--- src/rtl/datapath_controller_if.sv ---
// Handshake and control bundle between the instruction sequencer and its fetch side / datapath.
// The fetch side drives s/load/in and the sequencer drives everything else.
interface datapath_controller_if #(
    parameter int WIDTH = 16
);
    logic             s;
    logic             load;
    logic [15:0]      in;
    logic             w;
    logic [2:0]       readnum;
    logic [2:0]       writenum;
    logic             write;
    logic             vsel;
    logic             loada;
    logic             loadb;
    logic             loadc;
    logic             loads;
    logic             asel;
    logic [1:0]       shift;
    logic [1:0]       ALUop;
    logic [WIDTH-1:0] sximm8;
    logic             illegal;
    logic             halted;

    modport master (
        output s, load, in,
        input  w, readnum, writenum, write, vsel, loada, loadb, loadc, loads,
               asel, shift, ALUop, sximm8, illegal, halted
    );

    modport slave (
        input  s, load, in,
        output w, readnum, writenum, write, vsel, loada, loadb, loadc, loads,
               asel, shift, ALUop, sximm8, illegal, halted
    );
endinterface

--- src/rtl/datapath_controller.sv ---
// Multi-cycle sequencer: latches one instruction, then steps the datapath (MOVI 3, MOV/CMP 5, ALU 6 cycles).
// No backpressure: w=1 only in WAIT; CTRL_ILLEGAL_TRAP_EN makes illegal opcodes halt until reset.
module datapath_controller #(
    parameter int WIDTH = 16
) (
    input  logic                  clk,
    input  logic                  reset,
    datapath_controller_if.slave  bus
);
    typedef enum logic [2:0] {
        S_WAIT, S_DECODE, S_WRITE_IMM, S_GET_A, S_GET_B, S_EXEC,
`ifdef CTRL_ILLEGAL_TRAP_EN
        S_WRITE_REG, S_HALT
`else
        S_WRITE_REG
`endif
    } state_t;

    typedef struct packed {
        logic       w;
        logic [2:0] readnum;
        logic [2:0] writenum;
        logic       write;
        logic       vsel;
        logic       loada;
        logic       loadb;
        logic       loadc;
        logic       loads;
        logic       asel;
        logic [1:0] shift;
        logic [1:0] alu_op;
        logic       illegal;
        logic       halted;
    } ctrl_t;

    state_t      state_q, state_d;
    logic [15:0] ir_q, ir_d;
    ctrl_t       ctrl_q, ctrl_d;

    function automatic logic is_movi(logic [15:0] ir);
        return (ir[15:13] == 3'b110) && (ir[12:11] == 2'b10);
    endfunction

    function automatic logic is_mov(logic [15:0] ir);
        return (ir[15:13] == 3'b110) && (ir[12:11] == 2'b00);
    endfunction

    function automatic logic is_alu(logic [15:0] ir);
        return ir[15:13] == 3'b101;
    endfunction

    // Outputs are a pure function of (state, IR); registering this of the next
    // state gives Moore timing with glitch-free flop outputs.
    function automatic ctrl_t decode(state_t st, logic [15:0] ir);
        ctrl_t c;
        c = '0;
        case (st)
            S_WAIT:      c.w = 1'b1;
            S_DECODE:    c.illegal = !(is_movi(ir) || is_mov(ir) || is_alu(ir));
            S_WRITE_IMM: begin
                c.write    = 1'b1;
                c.writenum = ir[10:8];
                c.vsel     = 1'b1;
            end
            S_GET_A: begin
                c.readnum = ir[10:8];
                c.loada   = 1'b1;
            end
            S_GET_B: begin
                c.readnum = ir[2:0];
                c.loadb   = 1'b1;
                c.shift   = ir[4:3];
            end
            S_EXEC: begin
                c.shift  = ir[4:3];
                c.alu_op = is_alu(ir) ? ir[12:11] : 2'b00;
                c.asel   = !is_alu(ir);
                c.loads  = is_alu(ir);
                c.loadc  = !(is_alu(ir) && ir[12:11] == 2'b01);
            end
            S_WRITE_REG: begin
                c.write    = 1'b1;
                c.writenum = ir[7:5];
            end
`ifdef CTRL_ILLEGAL_TRAP_EN
            S_HALT:      c.halted = 1'b1;
`endif
            default:     c = '0;
        endcase
        return c;
    endfunction

    always_comb begin
        state_d = state_q;
        ir_d    = ir_q;
        case (state_q)
            S_WAIT: begin
                if (bus.load) ir_d = bus.in;
                if (bus.s) state_d = S_DECODE;
            end
            S_DECODE: begin
                if (is_movi(ir_q))     state_d = S_WRITE_IMM;
                else if (is_mov(ir_q)) state_d = S_GET_B;
                else if (is_alu(ir_q)) state_d = S_GET_A;
`ifdef CTRL_ILLEGAL_TRAP_EN
                else                   state_d = S_HALT;
`else
                else                   state_d = S_WAIT;
`endif
            end
            S_WRITE_IMM: state_d = S_WAIT;
            S_GET_A:     state_d = S_GET_B;
            S_GET_B:     state_d = S_EXEC;
            S_EXEC:      state_d = (is_alu(ir_q) && ir_q[12:11] == 2'b01) ? S_WAIT : S_WRITE_REG;
            S_WRITE_REG: state_d = S_WAIT;
`ifdef CTRL_ILLEGAL_TRAP_EN
            S_HALT:      state_d = S_HALT;
`endif
            default:     state_d = S_WAIT;
        endcase
        ctrl_d = decode(state_d, ir_d);
    end

    always_ff @(posedge clk or posedge reset) begin
        if (reset) begin
            state_q <= S_WAIT;
            ir_q    <= '0;
            ctrl_q  <= decode(S_WAIT, 16'h0000);
        end else begin
            state_q <= state_d;
            ir_q    <= ir_d;
            ctrl_q  <= ctrl_d;
        end
    end

    assign bus.w        = ctrl_q.w;
    assign bus.readnum  = ctrl_q.readnum;
    assign bus.writenum = ctrl_q.writenum;
    assign bus.write    = ctrl_q.write;
    assign bus.vsel     = ctrl_q.vsel;
    assign bus.loada    = ctrl_q.loada;
    assign bus.loadb    = ctrl_q.loadb;
    assign bus.loadc    = ctrl_q.loadc;
    assign bus.loads    = ctrl_q.loads;
    assign bus.asel     = ctrl_q.asel;
    assign bus.shift    = ctrl_q.shift;
    assign bus.ALUop    = ctrl_q.alu_op;
    assign bus.illegal  = ctrl_q.illegal;
    assign bus.halted   = ctrl_q.halted;
    assign bus.sximm8   = {{(WIDTH-8){ir_q[7]}}, ir_q[7:0]};
endmodule

--- src/flat_wrapper.sv ---
// flat-port wrapper written by rule: the top's interface ports become plain ports
module datapath_controller_flat 
#(
    parameter int WIDTH = 16
)
  (clk, reset, bus_s, bus_load, bus_in, bus_w, bus_readnum, bus_writenum, bus_write, bus_vsel, bus_loada, bus_loadb, bus_loadc, bus_loads, bus_asel, bus_shift, bus_ALUop, bus_sximm8, bus_illegal, bus_halted);
  datapath_controller_if #(.WIDTH(WIDTH)) bus_i ();
  input  logic clk;
  input  logic reset;
  input wire logic [$bits(bus_i.s)-1:0] bus_s;
  input wire logic [$bits(bus_i.load)-1:0] bus_load;
  input wire logic [$bits(bus_i.in)-1:0] bus_in;
  output wire logic [$bits(bus_i.w)-1:0] bus_w;
  output wire logic [$bits(bus_i.readnum)-1:0] bus_readnum;
  output wire logic [$bits(bus_i.writenum)-1:0] bus_writenum;
  output wire logic [$bits(bus_i.write)-1:0] bus_write;
  output wire logic [$bits(bus_i.vsel)-1:0] bus_vsel;
  output wire logic [$bits(bus_i.loada)-1:0] bus_loada;
  output wire logic [$bits(bus_i.loadb)-1:0] bus_loadb;
  output wire logic [$bits(bus_i.loadc)-1:0] bus_loadc;
  output wire logic [$bits(bus_i.loads)-1:0] bus_loads;
  output wire logic [$bits(bus_i.asel)-1:0] bus_asel;
  output wire logic [$bits(bus_i.shift)-1:0] bus_shift;
  output wire logic [$bits(bus_i.ALUop)-1:0] bus_ALUop;
  output wire logic [$bits(bus_i.sximm8)-1:0] bus_sximm8;
  output wire logic [$bits(bus_i.illegal)-1:0] bus_illegal;
  output wire logic [$bits(bus_i.halted)-1:0] bus_halted;
  assign bus_i.s = bus_s;
  assign bus_i.load = bus_load;
  assign bus_i.in = bus_in;
  assign bus_w = bus_i.w;
  assign bus_readnum = bus_i.readnum;
  assign bus_writenum = bus_i.writenum;
  assign bus_write = bus_i.write;
  assign bus_vsel = bus_i.vsel;
  assign bus_loada = bus_i.loada;
  assign bus_loadb = bus_i.loadb;
  assign bus_loadc = bus_i.loadc;
  assign bus_loads = bus_i.loads;
  assign bus_asel = bus_i.asel;
  assign bus_shift = bus_i.shift;
  assign bus_ALUop = bus_i.ALUop;
  assign bus_sximm8 = bus_i.sximm8;
  assign bus_illegal = bus_i.illegal;
  assign bus_halted = bus_i.halted;
  datapath_controller #(.WIDTH(WIDTH)) u_core (.clk(clk), .reset(reset), .bus(bus_i));
endmodule
--- config.mk ---
export PLATFORM = sky130hd
export DESIGN_NAME = datapath_controller_flat
export DESIGN_NICKNAME = d
export VERILOG_FILES = /design/src/rtl/datapath_controller_if.sv /design/src/rtl/datapath_controller.sv /design/src/flat_wrapper.sv
export SDC_FILE = /design/constraint.sdc
export NUM_CORES = 1
export LEC_CHECK = 0
export BUFFER_PORTS_ARGS = -buffer_cell sky130_fd_sc_hd__buf_2
export CORE_ASPECT_RATIO = 1.5
export CORE_MARGIN = 2
export CORE_UTILIZATION = 49
export DETAILED_ROUTE_END_ITERATION = 16
export GPL_ROUTABILITY_DRIVEN = 0
export PLACE_DENSITY_LB_ADDON = 0.15
export SYNTH_ARGS = -nofsm -noshare
export SYNTH_HDL_FRONTEND = slang
export SYNTH_SLANG_ARGS = --single-unit
--- constraint.sdc ---
create_clock -name clk -period 2.5 [get_ports clk]
set_clock_uncertainty 0.1 [all_clocks]
set_input_delay 0.5 -clock clk [delete_from_list [all_inputs] [get_ports clk]]
set_output_delay 0.5 -clock clk [all_outputs]
set_load 0.005 [all_outputs]
# Word level (Yosys, flattened, before mapping)
# Index checks and enable logic that the tools add are counted.
# op_classes
add_sub_neg,0
mul,0
n_div,0
magnitude_cmp,0
eq_ne,18
shift,0
mux,19
n_bitwise,0
reduce_logical,16
# op_table
operator,count
2-to-1 mux 16 bit,2
equality test 3 bit (second input constant),9
2-to-1 mux 3 bit,5
case mux 3 bit (5 select lines),1
equality test 3 x 2 -> 1 bit (second input constant),3
2-to-1 mux 2 bit,4
case mux 4 bit (2 select lines),1
equality test 3 x 1 -> 1 bit (second input constant),2
logical AND 1 bit,6
zero test 3 bit,2
case mux 3 bit (2 select lines),1
2-to-1 mux 1 bit,5
equality test 2 x 1 -> 1 bit (second input constant),2
equality test 2 bit (second input constant),2
zero test 2 bit,2
zero test 1 bit,3
logical OR 1 bit,2
OR reduction 2 bit,1
# word_totals
reg_bits,38
latchBits,0
mem_bits_rw,0
rom_bits,0
inputBits,20
output_inout_bits,36
elab_cells,68
mem_count,0

# Logic depth before layout (Yosys ltp)
# logic_depth
depth_word,8
mapped_depth,6
mapped_depth_nobuf,4

# Least setup slack after synthesis
# OpenSTA, ideal clock, no wires.
# synth_timing
path_type,register to register
start,register u_core.state_q[2]
end,"register u_core.ctrl_q, in the netlist u_core.bus.readnum[1]"
setup_ns,0.121
t_arrival_ns,1.570
required_time_ns,2.279
slack_ns,0.709
stages_incl_launch_ff,7
path_buffers,2
period_less_slack_ns,1.791
cell_sequence,dfrtp_1 > buf_6 > nor4b_4 > buf_8 > mux2i_1 > inv_2 > a22o_1
# synth_rtl
item,line_no,text
from (decl),datapath_controller.sv:36,"state_t state_q, state_d;"
from (signal assigned),datapath_controller.sv:130,state_q <= state_d;
to (signal assigned),datapath_controller.sv:128,"ctrl_q <= decode(S_WAIT, 16'h0000);"
to (signal assigned),datapath_controller.sv:132,ctrl_q <= ctrl_d;
to (decl),datapath_controller.sv:38,"ctrl_t ctrl_q, ctrl_d;"

==> run summary <==
Status -> completed
Port bufs -> 54
Syn_nets -> 152
Most frequent cells in the layout -> buf_2, dfrtp_1, mux2_4
Later-pin clock latency in the skew report -> 0.28 ns
Cell Count Post-Placement -> 210
I/O pins -> 56
Die W -> 51.8 um
Mean Syn Cell Area -> 12.7 um2
Clk pwr share -> 25.5%
Largest net degree at the start of global routing -> 39
Placed inst area -> 1850 um2
Final worst-path setup slack -> 0.630 ns
Setup Slack @ Placement -> 0.665 ns
R2r setup slk -> 0.63 ns
DRT Wirelength -> 2.97 mm
Drt drc -> 0
Initial Util -> 50.1%
Int Pwr -> 1.72 mW
Post-Layout Inst Area -> 2000 um2
Post-route minimum period -> 1.87 ns
Global-route wire length before repair -> 4.64 mm
Row count -> 26
WP data required -> 2.56 ns
Setup crit end kind -> flop
P_leak -> 1.09 nW
DP HPWL -> 2.20 mm
Die height -> 75.7 um
Setup violations, final -> 0
CTS resizes -> 0
Area delta synth->final -> 18.9%
Number of routed nets with antenna violations -> 0
Synth Register Bits -> 38
Detailed Routing Iterations Pass 1 -> 4
Sequential share of power -> 40.9%
Core ar. -> 3350 um2
# diodes -> 0
Initial DRC count -> 16
CTS Buffer Depth -> 2
Layout Nets -> 195
Pwr dens -> 1230 nW/um2
R2r startpoint -> u_core.state_q[2]$_DFF_PP0_
Initial antenna violation count -> 0
Final core occ -> 59.6%
Comb pwr share -> 33.6%
Final Max Slew Viols -> 0
DR vias -> 1083
# Post-CTS Setup Buffers -> 0
CP arrival -> 1.93 ns
Worst-path clk slew -> 0.07 ns
Most common cell after layout, fill and taps aside -> buf_2
Fin. Hold Viols -> 0
Critical path launch point -> u_core.state_q[2]$_DFF_PP0_
Hold Path Class -> in2async
Crit-path max FO -> 9
Cells after Synth -> 132
Cts hold-fix bufs -> 0
DIE AREA -> 3920 um2
Synth cell types -> 35
WL/cell -> 13.6 um
TritonCTS buffer count -> 5
Synthesis Warnings -> 0
Setup crit start kind -> flop
Total power -> 2.46 mW
All-layer global routing usage -> 16.3%
Worst setup path class -> reg2reg
Mapped Area -> 1680 um2
Root buf cell -> clkbuf_8
Setup TNS -> 0 ns
Hold_ws -> 0.219 ns
Max-cap violations -> 0
Final non-filler cell total -> 218
Vias per cell -> 4.97
Fmax -> 0.535 GHz
Clock sink count -> 38
NetSw -> 0.739 mW
Fin crit share -> 74.8%
VDD IR max -> 0.684 mV
Sequential area share after synthesis -> 56.7%
RSZ-0062 raised after global routing -> false
Layout cells sized above 1 -> 47.2%
H-tree depth -> 2
Vias in the first global route -> 1025
Grt ovf -> 0
Switching Share -> 30.0%
CTS tree -> built
## sequential cells by signal, indices dropped and copies added, names as in the netlist
name and flops:
u_core.bus.illegal 1, u_core.bus.asel 1, u_core.bus.loads 1, u_core.bus.readnum 3
u_core.bus.vsel 1, u_core.ir_q 16, u_core.bus.shift 2, u_core.state_q 3
u_core.bus.loadb 1, u_core.bus.write 1, u_core.bus.ALUop 2, u_core.bus.writenum 3
u_core.bus.loada 1, u_core.bus.w 1, u_core.bus.loadc 1
## Yosys cell counts, drive strengths merged
| cell type | count | area (um2) |
|---|---|---|
| o2111a | 1 | 11.3 |
| nand3 | 2 | 10.0 |
| o31ai | 1 | 7.51 |
| inv | 10 | 37.5 |
| mux2 | 13 | 176 |
| mux2i | 3 | 30.0 |
| nand4 | 2 | 12.5 |
| and4bb | 1 | 12.5 |
| nor2 | 6 | 22.5 |
| dfrtp | 37 | 926 |
| nand2 | 4 | 15.0 |
| o21ai | 5 | 25.0 |
| nor4b | 1 | 23.8 |
| a22o | 3 | 26.3 |
| nor3b | 2 | 15.0 |
| dfstp | 1 | 26.3 |
| and2b | 4 | 30.0 |
| and3b | 2 | 18.8 |
| nand2b | 4 | 25.0 |
| clkbuf | 1 | 5.00 |
| nor3 | 1 | 5.00 |
| nand3b | 2 | 15.0 |
| conb | 1 | 3.75 |
| o2111ai | 1 | 8.76 |
| nand4b | 1 | 8.76 |
| a21oi | 2 | 10.0 |
| and2 | 1 | 6.26 |
| buf | 20 | 165 |
## cells by family after synthesis
family	synth area share, %
buffers and inverters	12.4
AO/OA/AOI/OAI	5.29
other	0.223
flip-flops	56.7
AND/OR/NAND/NOR	13.1
multiplexers	12.3
## area by class of cell
type                       instances  area (um2)
fill                             278        1350
sequential                        38         952
multi-input combinational         63         519
timing repair buffer              57         293
clock buffer                       6        82.6
clock inverter                     2        60.1
tap                               42        52.6
inverter                          10        37.5
## critical path, stage by stage, from the launching register on
cell     delay, ns
dfrtp_1       0.51
nor4b_4       0.33
buf_4         0.24
mux2_2        0.36
a22o_1        0.21
## worst paths after layout
path,to,cells after the start
setup / recovery,u_core.bus.readnum[0]$_DFF_PP0_,4
hold / removal,u_core.ir_q[6]$_DFF_PP0_,3
setup reg to reg,u_core.bus.readnum[0]$_DFF_PP0_,4
hold reg to reg,u_core.ir_q[9]$_DFF_PP0_,2
max in group asynchronous,u_core.bus.w$_DFF_PP1_,3
min in group clk,u_core.ir_q[13]$_DFF_PP0_,2
## routing by layer
metal / vias to the layer above / part of all wire (%) / track usage [%]
li1: 513 / - / -
met1: 531 / 41 / 20.3
met2: 37 / 53 / 27.6
met3: 2 / 4.7 / 4.12
met4: 0 / 0.57 / 5.56
met5: - / 0 / 0
## power by group through the flow
stage,Clock [mW],Combinational (mW),Sequential (mW)
3_3_place_gp,0,0.822,1.00
5_1_grt,0.673,0.921,1.04
6_report,0.627,0.827,1.01
2_1_floorplan,0,0.759,0.972
4_1_cts,0.647,0.841,1.01
3_5_place_dp,0,0.833,1.01
(Power assumes the default switching activity.)
